==> src/rtl/alarm_unit_12h_if.sv <==
// Bus between the 12-hour time counter / user controls and the alarm unit.
// master drives time, strobes and settings; slave is the alarm unit itself.
interface alarm_unit_12h_if;
  // Time counter side
  logic       ena;
  logic       pm;
  logic [7:0] hh;
  logic [7:0] mm;
  logic [7:0] ss;
  // Programming and control
  logic       set_en;
  logic       set_pm;
  logic [7:0] set_hh;
  logic [7:0] set_mm;
  logic       arm;
  logic       snooze;
  logic       stop;
  // Status
  logic       ringing;
  logic       snoozing;
  logic       set_err;
  logic       alarm_pm;
  logic [7:0] alarm_hh;
  logic [7:0] alarm_mm;

  modport master (
    output ena, pm, hh, mm, ss,
    output set_en, set_pm, set_hh, set_mm, arm, snooze, stop,
    input  ringing, snoozing, set_err, alarm_pm, alarm_hh, alarm_mm
  );

  modport slave (
    input  ena, pm, hh, mm, ss,
    input  set_en, set_pm, set_hh, set_mm, arm, snooze, stop,
    output ringing, snoozing, set_err, alarm_pm, alarm_hh, alarm_mm
  );
endinterface

==> src/rtl/alarm_unit_12h.sv <==
// Alarm controller for a 12-hour BCD clock: programmable alarm, edge-detected
// minute match, ring with auto-off after RING_SECS ticks, and BCD snooze.
module alarm_unit_12h #(
  parameter int unsigned RING_SECS  = 60,
  parameter int unsigned SNOOZE_MIN = 9
) (
  input logic             clk,
  input logic             reset,
  alarm_unit_12h_if.slave bus
);

  typedef enum logic [1:0] {StIdle, StRing, StSnooze} state_e;

  localparam logic [7:0] RingLast  = 8'(RING_SECS - 1);
  localparam logic [7:0] SnoozeMin = 8'(SNOOZE_MIN);

  state_e     state_q;
  logic       prog_pm_q;
  logic [7:0] prog_hh_q;
  logic [7:0] prog_mm_q;
  logic       snz_pm_q;
  logic [7:0] snz_hh_q;
  logic [7:0] snz_mm_q;
  logic [7:0] cnt_q;
  logic       match_d_q;
  logic       ringing_q;
  logic       snoozing_q;
  logic       set_err_q;
  logic       alarm_pm_q;
  logic [7:0] alarm_hh_q;
  logic [7:0] alarm_mm_q;

  // Active target: snooze target while snoozing, programmed alarm otherwise
  logic       tgt_pm;
  logic [7:0] tgt_hh;
  logic [7:0] tgt_mm;
  always_comb begin
    if (state_q == StSnooze) begin
      tgt_pm = snz_pm_q;
      tgt_hh = snz_hh_q;
      tgt_mm = snz_mm_q;
    end else begin
      tgt_pm = prog_pm_q;
      tgt_hh = prog_hh_q;
      tgt_mm = prog_mm_q;
    end
  end

  logic match;
  logic trig;
  assign match = (bus.pm == tgt_pm) && (bus.hh == tgt_hh) && (bus.mm == tgt_mm) &&
                 (bus.ss == 8'h00);
  // One trigger per matching minute; match_d resets high so reset-time match is ignored
  assign trig  = match & ~match_d_q & bus.arm;

  // Validate the BCD alarm presented with set_en
  logic hh_ok;
  logic mm_ok;
  logic set_ok;
  always_comb begin
    hh_ok  = ((bus.set_hh[7:4] == 4'd0) && (bus.set_hh[3:0] >= 4'd1) &&
              (bus.set_hh[3:0] <= 4'd9)) ||
             ((bus.set_hh[7:4] == 4'd1) && (bus.set_hh[3:0] <= 4'd2));
    mm_ok  = (bus.set_mm[7:4] <= 4'd5) && (bus.set_mm[3:0] <= 4'd9);
    set_ok = hh_ok && mm_ok;
  end

  // Snooze target: current time plus SnoozeMin minutes with 12-hour BCD wrap
  logic [7:0] min_bin;
  logic [7:0] min_sum;
  logic [7:0] min_wrap;
  logic       carry;
  logic       nxt_pm;
  logic [7:0] nxt_hh;
  logic [7:0] nxt_mm;
  always_comb begin
    min_bin  = ({4'd0, bus.mm[7:4]} * 8'd10) + {4'd0, bus.mm[3:0]};
    min_sum  = min_bin + SnoozeMin;
    carry    = (min_sum >= 8'd60);
    min_wrap = carry ? (min_sum - 8'd60) : min_sum;
    nxt_mm   = {4'(min_wrap / 8'd10), 4'(min_wrap % 8'd10)};
    nxt_pm   = bus.pm;
    nxt_hh   = bus.hh;
    if (carry) begin
      case (bus.hh)
        8'h11: begin
          nxt_hh = 8'h12;
          nxt_pm = ~bus.pm;
        end
        8'h12:   nxt_hh = 8'h01;
        default: begin
          if (bus.hh[3:0] == 4'd9) begin
            nxt_hh = {bus.hh[7:4] + 4'd1, 4'd0};
          end else begin
            nxt_hh = bus.hh + 8'd1;
          end
        end
      endcase
    end
  end

  // Alarm FSM with registered status and active-target outputs
  always_ff @(posedge clk) begin
    if (reset) begin
      state_q    <= StIdle;
      prog_pm_q  <= 1'b0;
      prog_hh_q  <= 8'h12;
      prog_mm_q  <= 8'h00;
      snz_pm_q   <= 1'b0;
      snz_hh_q   <= 8'h12;
      snz_mm_q   <= 8'h00;
      cnt_q      <= 8'd0;
      match_d_q  <= 1'b1;
      ringing_q  <= 1'b0;
      snoozing_q <= 1'b0;
      set_err_q  <= 1'b0;
      alarm_pm_q <= 1'b0;
      alarm_hh_q <= 8'h12;
      alarm_mm_q <= 8'h00;
    end else begin
      set_err_q <= 1'b0;
      match_d_q <= match;
      if (bus.set_en && set_ok) begin
        prog_pm_q  <= bus.set_pm;
        prog_hh_q  <= bus.set_hh;
        prog_mm_q  <= bus.set_mm;
        state_q    <= StIdle;
        ringing_q  <= 1'b0;
        snoozing_q <= 1'b0;
        alarm_pm_q <= bus.set_pm;
        alarm_hh_q <= bus.set_hh;
        alarm_mm_q <= bus.set_mm;
      end else begin
        if (bus.set_en) begin
          set_err_q <= 1'b1;
        end
        case (state_q)
          StIdle: begin
            if (trig) begin
              state_q   <= StRing;
              cnt_q     <= 8'd0;
              ringing_q <= 1'b1;
            end
          end
          StRing: begin
            if (bus.stop) begin
              state_q   <= StIdle;
              ringing_q <= 1'b0;
            end else if (bus.snooze) begin
              state_q    <= StSnooze;
              snz_pm_q   <= nxt_pm;
              snz_hh_q   <= nxt_hh;
              snz_mm_q   <= nxt_mm;
              ringing_q  <= 1'b0;
              snoozing_q <= 1'b1;
              alarm_pm_q <= nxt_pm;
              alarm_hh_q <= nxt_hh;
              alarm_mm_q <= nxt_mm;
            end else if (!bus.arm) begin
              state_q   <= StIdle;
              ringing_q <= 1'b0;
            end else if (bus.ena) begin
              if (cnt_q == RingLast) begin
                state_q   <= StIdle;
                ringing_q <= 1'b0;
              end else begin
                cnt_q <= cnt_q + 8'd1;
              end
            end
          end
          StSnooze: begin
            if (bus.stop || !bus.arm) begin
              state_q    <= StIdle;
              snoozing_q <= 1'b0;
              alarm_pm_q <= prog_pm_q;
              alarm_hh_q <= prog_hh_q;
              alarm_mm_q <= prog_mm_q;
            end else if (trig) begin
              state_q    <= StRing;
              cnt_q      <= 8'd0;
              ringing_q  <= 1'b1;
              snoozing_q <= 1'b0;
              alarm_pm_q <= prog_pm_q;
              alarm_hh_q <= prog_hh_q;
              alarm_mm_q <= prog_mm_q;
            end
          end
          default: begin
            state_q    <= StIdle;
            ringing_q  <= 1'b0;
            snoozing_q <= 1'b0;
          end
        endcase
      end
    end
  end

  assign bus.ringing  = ringing_q;
  assign bus.snoozing = snoozing_q;
  assign bus.set_err  = set_err_q;
  assign bus.alarm_pm = alarm_pm_q;
  assign bus.alarm_hh = alarm_hh_q;
  assign bus.alarm_mm = alarm_mm_q;

endmodule

==> src/flat_wrapper.sv <==
// flat-port wrapper written by rule: the top's interface ports become plain ports
module alarm_unit_12h_flat 
#(
  parameter int unsigned RING_SECS  = 60,
  parameter int unsigned SNOOZE_MIN = 9
)
  (clk, reset, bus_ena, bus_pm, bus_hh, bus_mm, bus_ss, bus_set_en, bus_set_pm, bus_set_hh, bus_set_mm, bus_arm, bus_snooze, bus_stop, bus_ringing, bus_snoozing, bus_set_err, bus_alarm_pm, bus_alarm_hh, bus_alarm_mm);
  alarm_unit_12h_if bus_i ();
  input logic clk;
  input logic reset;
  input wire logic [$bits(bus_i.ena)-1:0] bus_ena;
  input wire logic [$bits(bus_i.pm)-1:0] bus_pm;
  input wire logic [$bits(bus_i.hh)-1:0] bus_hh;
  input wire logic [$bits(bus_i.mm)-1:0] bus_mm;
  input wire logic [$bits(bus_i.ss)-1:0] bus_ss;
  input wire logic [$bits(bus_i.set_en)-1:0] bus_set_en;
  input wire logic [$bits(bus_i.set_pm)-1:0] bus_set_pm;
  input wire logic [$bits(bus_i.set_hh)-1:0] bus_set_hh;
  input wire logic [$bits(bus_i.set_mm)-1:0] bus_set_mm;
  input wire logic [$bits(bus_i.arm)-1:0] bus_arm;
  input wire logic [$bits(bus_i.snooze)-1:0] bus_snooze;
  input wire logic [$bits(bus_i.stop)-1:0] bus_stop;
  output wire logic [$bits(bus_i.ringing)-1:0] bus_ringing;
  output wire logic [$bits(bus_i.snoozing)-1:0] bus_snoozing;
  output wire logic [$bits(bus_i.set_err)-1:0] bus_set_err;
  output wire logic [$bits(bus_i.alarm_pm)-1:0] bus_alarm_pm;
  output wire logic [$bits(bus_i.alarm_hh)-1:0] bus_alarm_hh;
  output wire logic [$bits(bus_i.alarm_mm)-1:0] bus_alarm_mm;
  assign bus_i.ena = bus_ena;
  assign bus_i.pm = bus_pm;
  assign bus_i.hh = bus_hh;
  assign bus_i.mm = bus_mm;
  assign bus_i.ss = bus_ss;
  assign bus_i.set_en = bus_set_en;
  assign bus_i.set_pm = bus_set_pm;
  assign bus_i.set_hh = bus_set_hh;
  assign bus_i.set_mm = bus_set_mm;
  assign bus_i.arm = bus_arm;
  assign bus_i.snooze = bus_snooze;
  assign bus_i.stop = bus_stop;
  assign bus_ringing = bus_i.ringing;
  assign bus_snoozing = bus_i.snoozing;
  assign bus_set_err = bus_i.set_err;
  assign bus_alarm_pm = bus_i.alarm_pm;
  assign bus_alarm_hh = bus_i.alarm_hh;
  assign bus_alarm_mm = bus_i.alarm_mm;
  alarm_unit_12h #(.RING_SECS(RING_SECS), .SNOOZE_MIN(SNOOZE_MIN)) u_core (.clk(clk), .reset(reset), .bus(bus_i));
endmodule
==> config.mk <==
export PLATFORM = sky130hd
export DESIGN_NAME = alarm_unit_12h_flat
export DESIGN_NICKNAME = d
export VERILOG_FILES = /design/src/rtl/alarm_unit_12h_if.sv /design/src/rtl/alarm_unit_12h.sv /design/src/flat_wrapper.sv
export SDC_FILE = /design/constraint.sdc
export NUM_CORES = 1
export LEC_CHECK = 0
export ABC_AREA = 1
export ABC_CLOCK_PERIOD_IN_PS = 4700
export CAP_MARGIN = 20
export CORE_MARGIN = 3
export CORE_UTILIZATION = 45
export CTS_BUF_LIST = sky130_fd_sc_hd__clkbuf_16
export CTS_CLUSTER_SIZE = 12
export DETAILED_ROUTE_END_ITERATION = 7
export GPL_ROUTABILITY_DRIVEN = 0
export PLACE_DENSITY = 0.69
export SETUP_SLACK_MARGIN = 0.4
export SYNTH_ARGS = -nofsm -noshare
export SYNTH_HDL_FRONTEND = slang
export SYNTH_SLANG_ARGS = --single-unit
==> constraint.sdc <==
create_clock -name clk -period 4.7 [get_ports clk]
set_clock_uncertainty 0.2 [all_clocks]
set_input_delay 0.47 -clock clk [delete_from_list [all_inputs] [get_ports clk]]
set_output_delay 0.47 -clock clk [all_outputs]
set_load 0.01 [all_outputs]
# Word-level counts from Yosys, hierarchy flattened
# Index checks and enable logic that the tools add are counted.
# Widths: inputs -> output; s select.
# totals
reg_bits	65
inputBits	49
word_cells	141
# classes
addsub	6
mul	1
div	2
magnitude_cmp	6
eq_ne	23
n_mux	57
bitwise_logic	7
n_reduce_logical	24
# ops
cell	n
$mux 8	22
$pmux 8 s2	3
$pmux 8 s3	1
$mux 1	20
$add 8x1->8 const B	2
$eq 8x5->1 const B	2
$eq 8x8->1	2
$mux 2	7
$ne 2x2->1 const B	7
$reduce_and 4->1	3
$logic_and 1x1->1	9
$ne 3x2->1 const B	3
$add 8x4->8	1
$add 8x4->8 const B	1
$div 8x4->8 const B	1
$eq 8x6->1 const B	1
$ge 8x6->1 const B	1
$le 4x4->1 const B	2
$logic_not 8->1	1
$mod 8x4->8 const B	1
$reduce_and 8->1	1
$sub 8x6->8 const B	1
$mul 4x3->7 const B	1
$pmux 1 s3	2
other kinds (24)	31

# Logic depth before layout (Yosys ltp)
# depth
word_depth	12
mapped_depth	38

# Worst setup path before layout
# No wires, ideal clock.
# synth_timing
path_type	input to register
from	input port bus_mm[4]
to	register u_core.snz_mm_q[2]
t_arrival_ns	3.850
setup_slack_ns	0.535
cell_stages	35
path_cell_list	ha_1 inv_1 ha_1 inv_1 ha_1 inv_1 nand2_1 nand2_1 inv_1 ha_1 inv_1 nor2_4 nand2_4 nand3_4 nand3_1 nor2_2 nor2_1 nand2_1 nand2_2 nand2_2 nand3_2 nand2_4 nand2_4 nand2_2 nand3_2 nand2_2 nand2_2 nand2_2 nand3_2 nand2_2 nand2_2 nand2_1 nand3_1 o211ai_1 inv_2
# synth_via
elab_chain_cells	6
elab_cells_between_ends	7
cone_classes	add/sub (3); mul (1); div (1); order compare (1); mux (1)
# synth_lines
element	line	text
start, declared	flat_wrapper.sv:14	input wire logic [$bits(bus_i.mm)-1:0] bus_mm;
$mul 4x3->7 (*)	alarm_unit_12h.sv:77	min_bin = ({4'd0, bus.mm[7:4]} * 8'd10) + {4'd0, bus.mm[3:0]};
$add 8x4->8 (*)	alarm_unit_12h.sv:77	
$add 8x4->8 (*)	alarm_unit_12h.sv:78	min_sum = min_bin + SnoozeMin;
$sub 8x6->8 / $ge 8x6->1 (equally long branches)	alarm_unit_12h.sv:80, alarm_unit_12h.sv:79	
$mux 8 (*)	alarm_unit_12h.sv:80	min_wrap = carry ? (min_sum - 8'd60) : min_sum;
$mod 8x4->8 (*)	alarm_unit_12h.sv:81	nxt_mm = {4'(min_wrap / 8'd10), 4'(min_wrap % 8'd10)};
end signal, assigned	alarm_unit_12h.sv:153	snz_mm_q <= nxt_mm;
end, declared	alarm_unit_12h.sv:23	logic [7:0] snz_mm_q;
# Every way passes the cells marked *; elsewhere a longest branch is shown, timed or not.
# A chain may end at the register's enable or synchronous reset.

# Worst setup path in the final report
# layout_timing
from	input port bus_mm[1]
to	register u_core.snz_mm_q[1]
# layout_via
elab_chain_cells	5
elab_cells_between_ends	6
cone_classes	add/sub (3); div (1); order compare (1); mux (1)
# layout_lines
element	line
$add 8x4->8 (*)	alarm_unit_12h.sv:77
$add 8x4->8 (*)	alarm_unit_12h.sv:78
$sub 8x6->8 / $ge 8x6->1 (equally long branches)	alarm_unit_12h.sv:80, alarm_unit_12h.sv:79
$mux 8 (*)	alarm_unit_12h.sv:80
$mod 8x4->8 (*)	alarm_unit_12h.sv:81
# Marked as above.

==> results.json <==
{
  "yosysUniqueCellTypes": 49,
  "gr-total-overflow": 0,
  "grt_pass1_vias": 4548,
  "vias": 4859,
  "place_ws_ns": -0.255,
  "wl_per_cell_um": 14.4,
  "cts_hold_buf": 0,
  "portBuffers": 68,
  "drc": 0,
  "syn_inst": 679,
  "setup_ws_ns": 0.541,
  "synth_ff_type": "dfxtp_1",
  "wl_um": 13100,
  "fmax_mhz": 240,
  "regArea_um2": 1300,
  "area_growth_pct": 38.4,
  "p_leak_nw": 2.70,
  "drt-initial-drc-count": 260,
  "cpMaxStageDelayCell": "fa_2",
  "tritoncts": "built",
  "ant_nets": 0,
  "min_to": "u_core.prog_hh_q[5]",
  "multi_input_area_um2": 2980,
  "place_area_um2": 5440,
  "start_kind": "primary input",
  "hold_path.startpoint": "u_core.prog_hh_q[5]",
  "cts-root-buf": "clkbuf_16",
  "maxCapViolCount": 0,
  "finalHoldViolations": 0,
  "critPathCaptureType": "flip-flop",
  "required_ns": 4.72,
  "hpwl_um": 9380,
  "dp.cells": 886,
  "power_density_nw_per_um2": 443,
  "ff2ff_setup_slack_ns": 0.74,
  "ys_seq_elements": 65,
  "antennaDiodeCount": 0,
  "antenna_found_initial": 0,
  "cts_made_buffers": 9,
  "yosys_warnings": 0,
  "period_minus_slack_ns": 4.16,
  "chipWidth_um": 106,
  "cts_sinks": 65,
  "status": "finished, final reports clean",
  "clock_path_buffers": 2,
  "rsz0062_at_grt": "no",
  "final.setup.tns_ns": 0,
  "ctsHtreeMaxLevel": 3,
  "worstHoldPathCells": 2,
  "floorplan.initialDensity": 0.473,
  "r2r-end": "u_core.bus.alarm_mm[7]",
  "synth_area_um2": 4460,
  "clk_pin_slew_ns": 0.06,
  "syn_avg_cell_area_um2": 6.57,
  "async_flop_share": 0,
  "path_max_fanout": 4,
  "clock_latency_ns": 0.33,
  "die_y_um": 106,
  "finalCritPeriodShare": 0.885,
  "viasPerCell": 5.34,
  "cp_data_arrival_time_ns": 4.18,
  "io_pins": 69,
  "drv_slew": 0,
  "peakVddDrop_v": 0.000281,
  "post-route-cell-area_um2": 6170,
  "r2r-start": "u_core.state_q[1]",
  "worst_pin_slew_ns": 0.813,
  "dieArea_um2": 11100,
  "finalNonFillerCells": 910,
  "max_slew_margin": 0.457,
  "mostFrequentLayoutCells": "nand2_1, inv_1, dfxtp_1",
  "syn-num-nets": 746,
  "hp-class": "flip-flop to flip-flop",
  "num-nets-final": 843,
  "fp.coreArea_um2": 9420,
  "setup-violations-final": 0,
  "ys_seq_area_frac": 0.292,
  "synth_edf_count": 0,
  "r2r_cells": 18,
  "dr.pass1.iters": 5,
  "drive_above_1_share": 0.211,
  "cp_slowest_stage_delay_ns": 0.38,
  "grt.total_usage": 0.229,
  "critical_path_class": "primary input to flip-flop",
  "row_count": 35,
  "nFillCells": 804,
  "final_common_cell": "nand2_1",
  "grt_max_degree": 42,
  "path_common_cell": "nand2_4",
  "grt_pass1_wl_um": 21100
}
through the flow:
stage / util / power [mW] / hold slack (ns)
after floorplan: - / 1.31 / 0.224
after CTS: 0.628 / 2.48 / 0.253
after detailed placement: 0.578 / 1.60 / 0.245
after global routing: 0.655 / 2.89 / 0.286
final: 0.655 / 2.73 / 0.257
after global placement: 0.578 / 1.57 / 0.235
power breakdown:
group | switching, mW | total [mW] | internal, mW
logic | 0.909 | 1.50 | 0.592
clock network | 0.264 | 0.679 | 0.415
registers | 0.000838 | 0.554 | 0.553
total | 1.17 | 2.73 | 1.56
state kept, by name, summed over array words and instances (netlist names), 2 cells and up:
signal / flops
u_core.snz_hh_q: 8
u_core.bus.alarm_hh: 8
u_core.cnt_q: 8
u_core.bus.alarm_mm: 8
u_core.prog_hh_q: 8
u_core.snz_mm_q: 8
u_core.state_q: 2
u_core.prog_mm_q: 8
routing by layer:
layer | wire length [um] | GRT usage
met4 | 290 | 0.0722
met1 | 5740 | 0.306
met3 | 838 | 0.0355
met2 | 6230 | 0.378
met5 | 0 | 0
synthesized netlist by cell type, drive strengths merged (4+ instances only):
master   number  area share
clkbuf       12       0.010
a21oi        53       0.065
xor2         12       0.024
o2111ai       4      0.0079
a31oi         8       0.011
nand4        10       0.014
o22ai        11       0.015
nor4          6      0.0084
nand2       154        0.14
nor2         48       0.044
o211ai        7       0.012
buf           9       0.010
a211oi        5      0.0084
ha           16       0.045
dfxtp        65        0.29
inv         119        0.10
nand3        46       0.059
nor3         10       0.012
o21ai        61       0.070
worst max path at each step:
stage / from / end / slack, ns
3_5_place_dp: bus_mm[4] / u_core.bus.alarm_mm[2] / -0.26
2_1_floorplan: bus_mm[4] / u_core.snz_mm_q[2] / 0.53
5_1_grt: bus_mm[6] / u_core.snz_mm_q[2] / 0.34
4_1_cts: bus_mm[7] / u_core.bus.alarm_mm[2] / 0.40
3_3_place_gp: bus_mm[5] / u_core.bus.alarm_mm[1] / -0.07
6_report: bus_mm[1] / u_core.snz_mm_q[1] / 0.54
worst max-delay path, delay by kind of cell:
family	cells	cell delay [ns]
AOI/OAI and AO/OA	2	0.30
adders and majority gates	4	0.98
buffers and inverters	8	0.54
and+or+nand+nor	20	1.89
final cells by class:
cell class                 count  share of cell area
multi-input combinational    472               0.482
sequential                    65               0.211
timing repair buffer         107               0.158
inverter                     121              0.0740
clock buffer                   9              0.0365
tap                          129              0.0262
clock inverter                 7              0.0126
cell families after synthesis:
family | count (synthesis) | share of synthesized area
compound gates | 158 | 0.206
xor+xnor | 16 | 0.0362
fa+ha+maj | 18 | 0.0539
simple gates | 280 | 0.290
buf+inv | 142 | 0.122
flops | 65 | 0.292
what timing repair did:
| item | CTS | global route |
|---|---|---|
| pin swaps | 22 | 36 |
| setup endpoints to repair | 8 | 10 |
| gates resized for setup | 44 | 66 |
| setup buffers | 4 | 4 |
No activity file was read; power rests on OpenSTA's default activity.
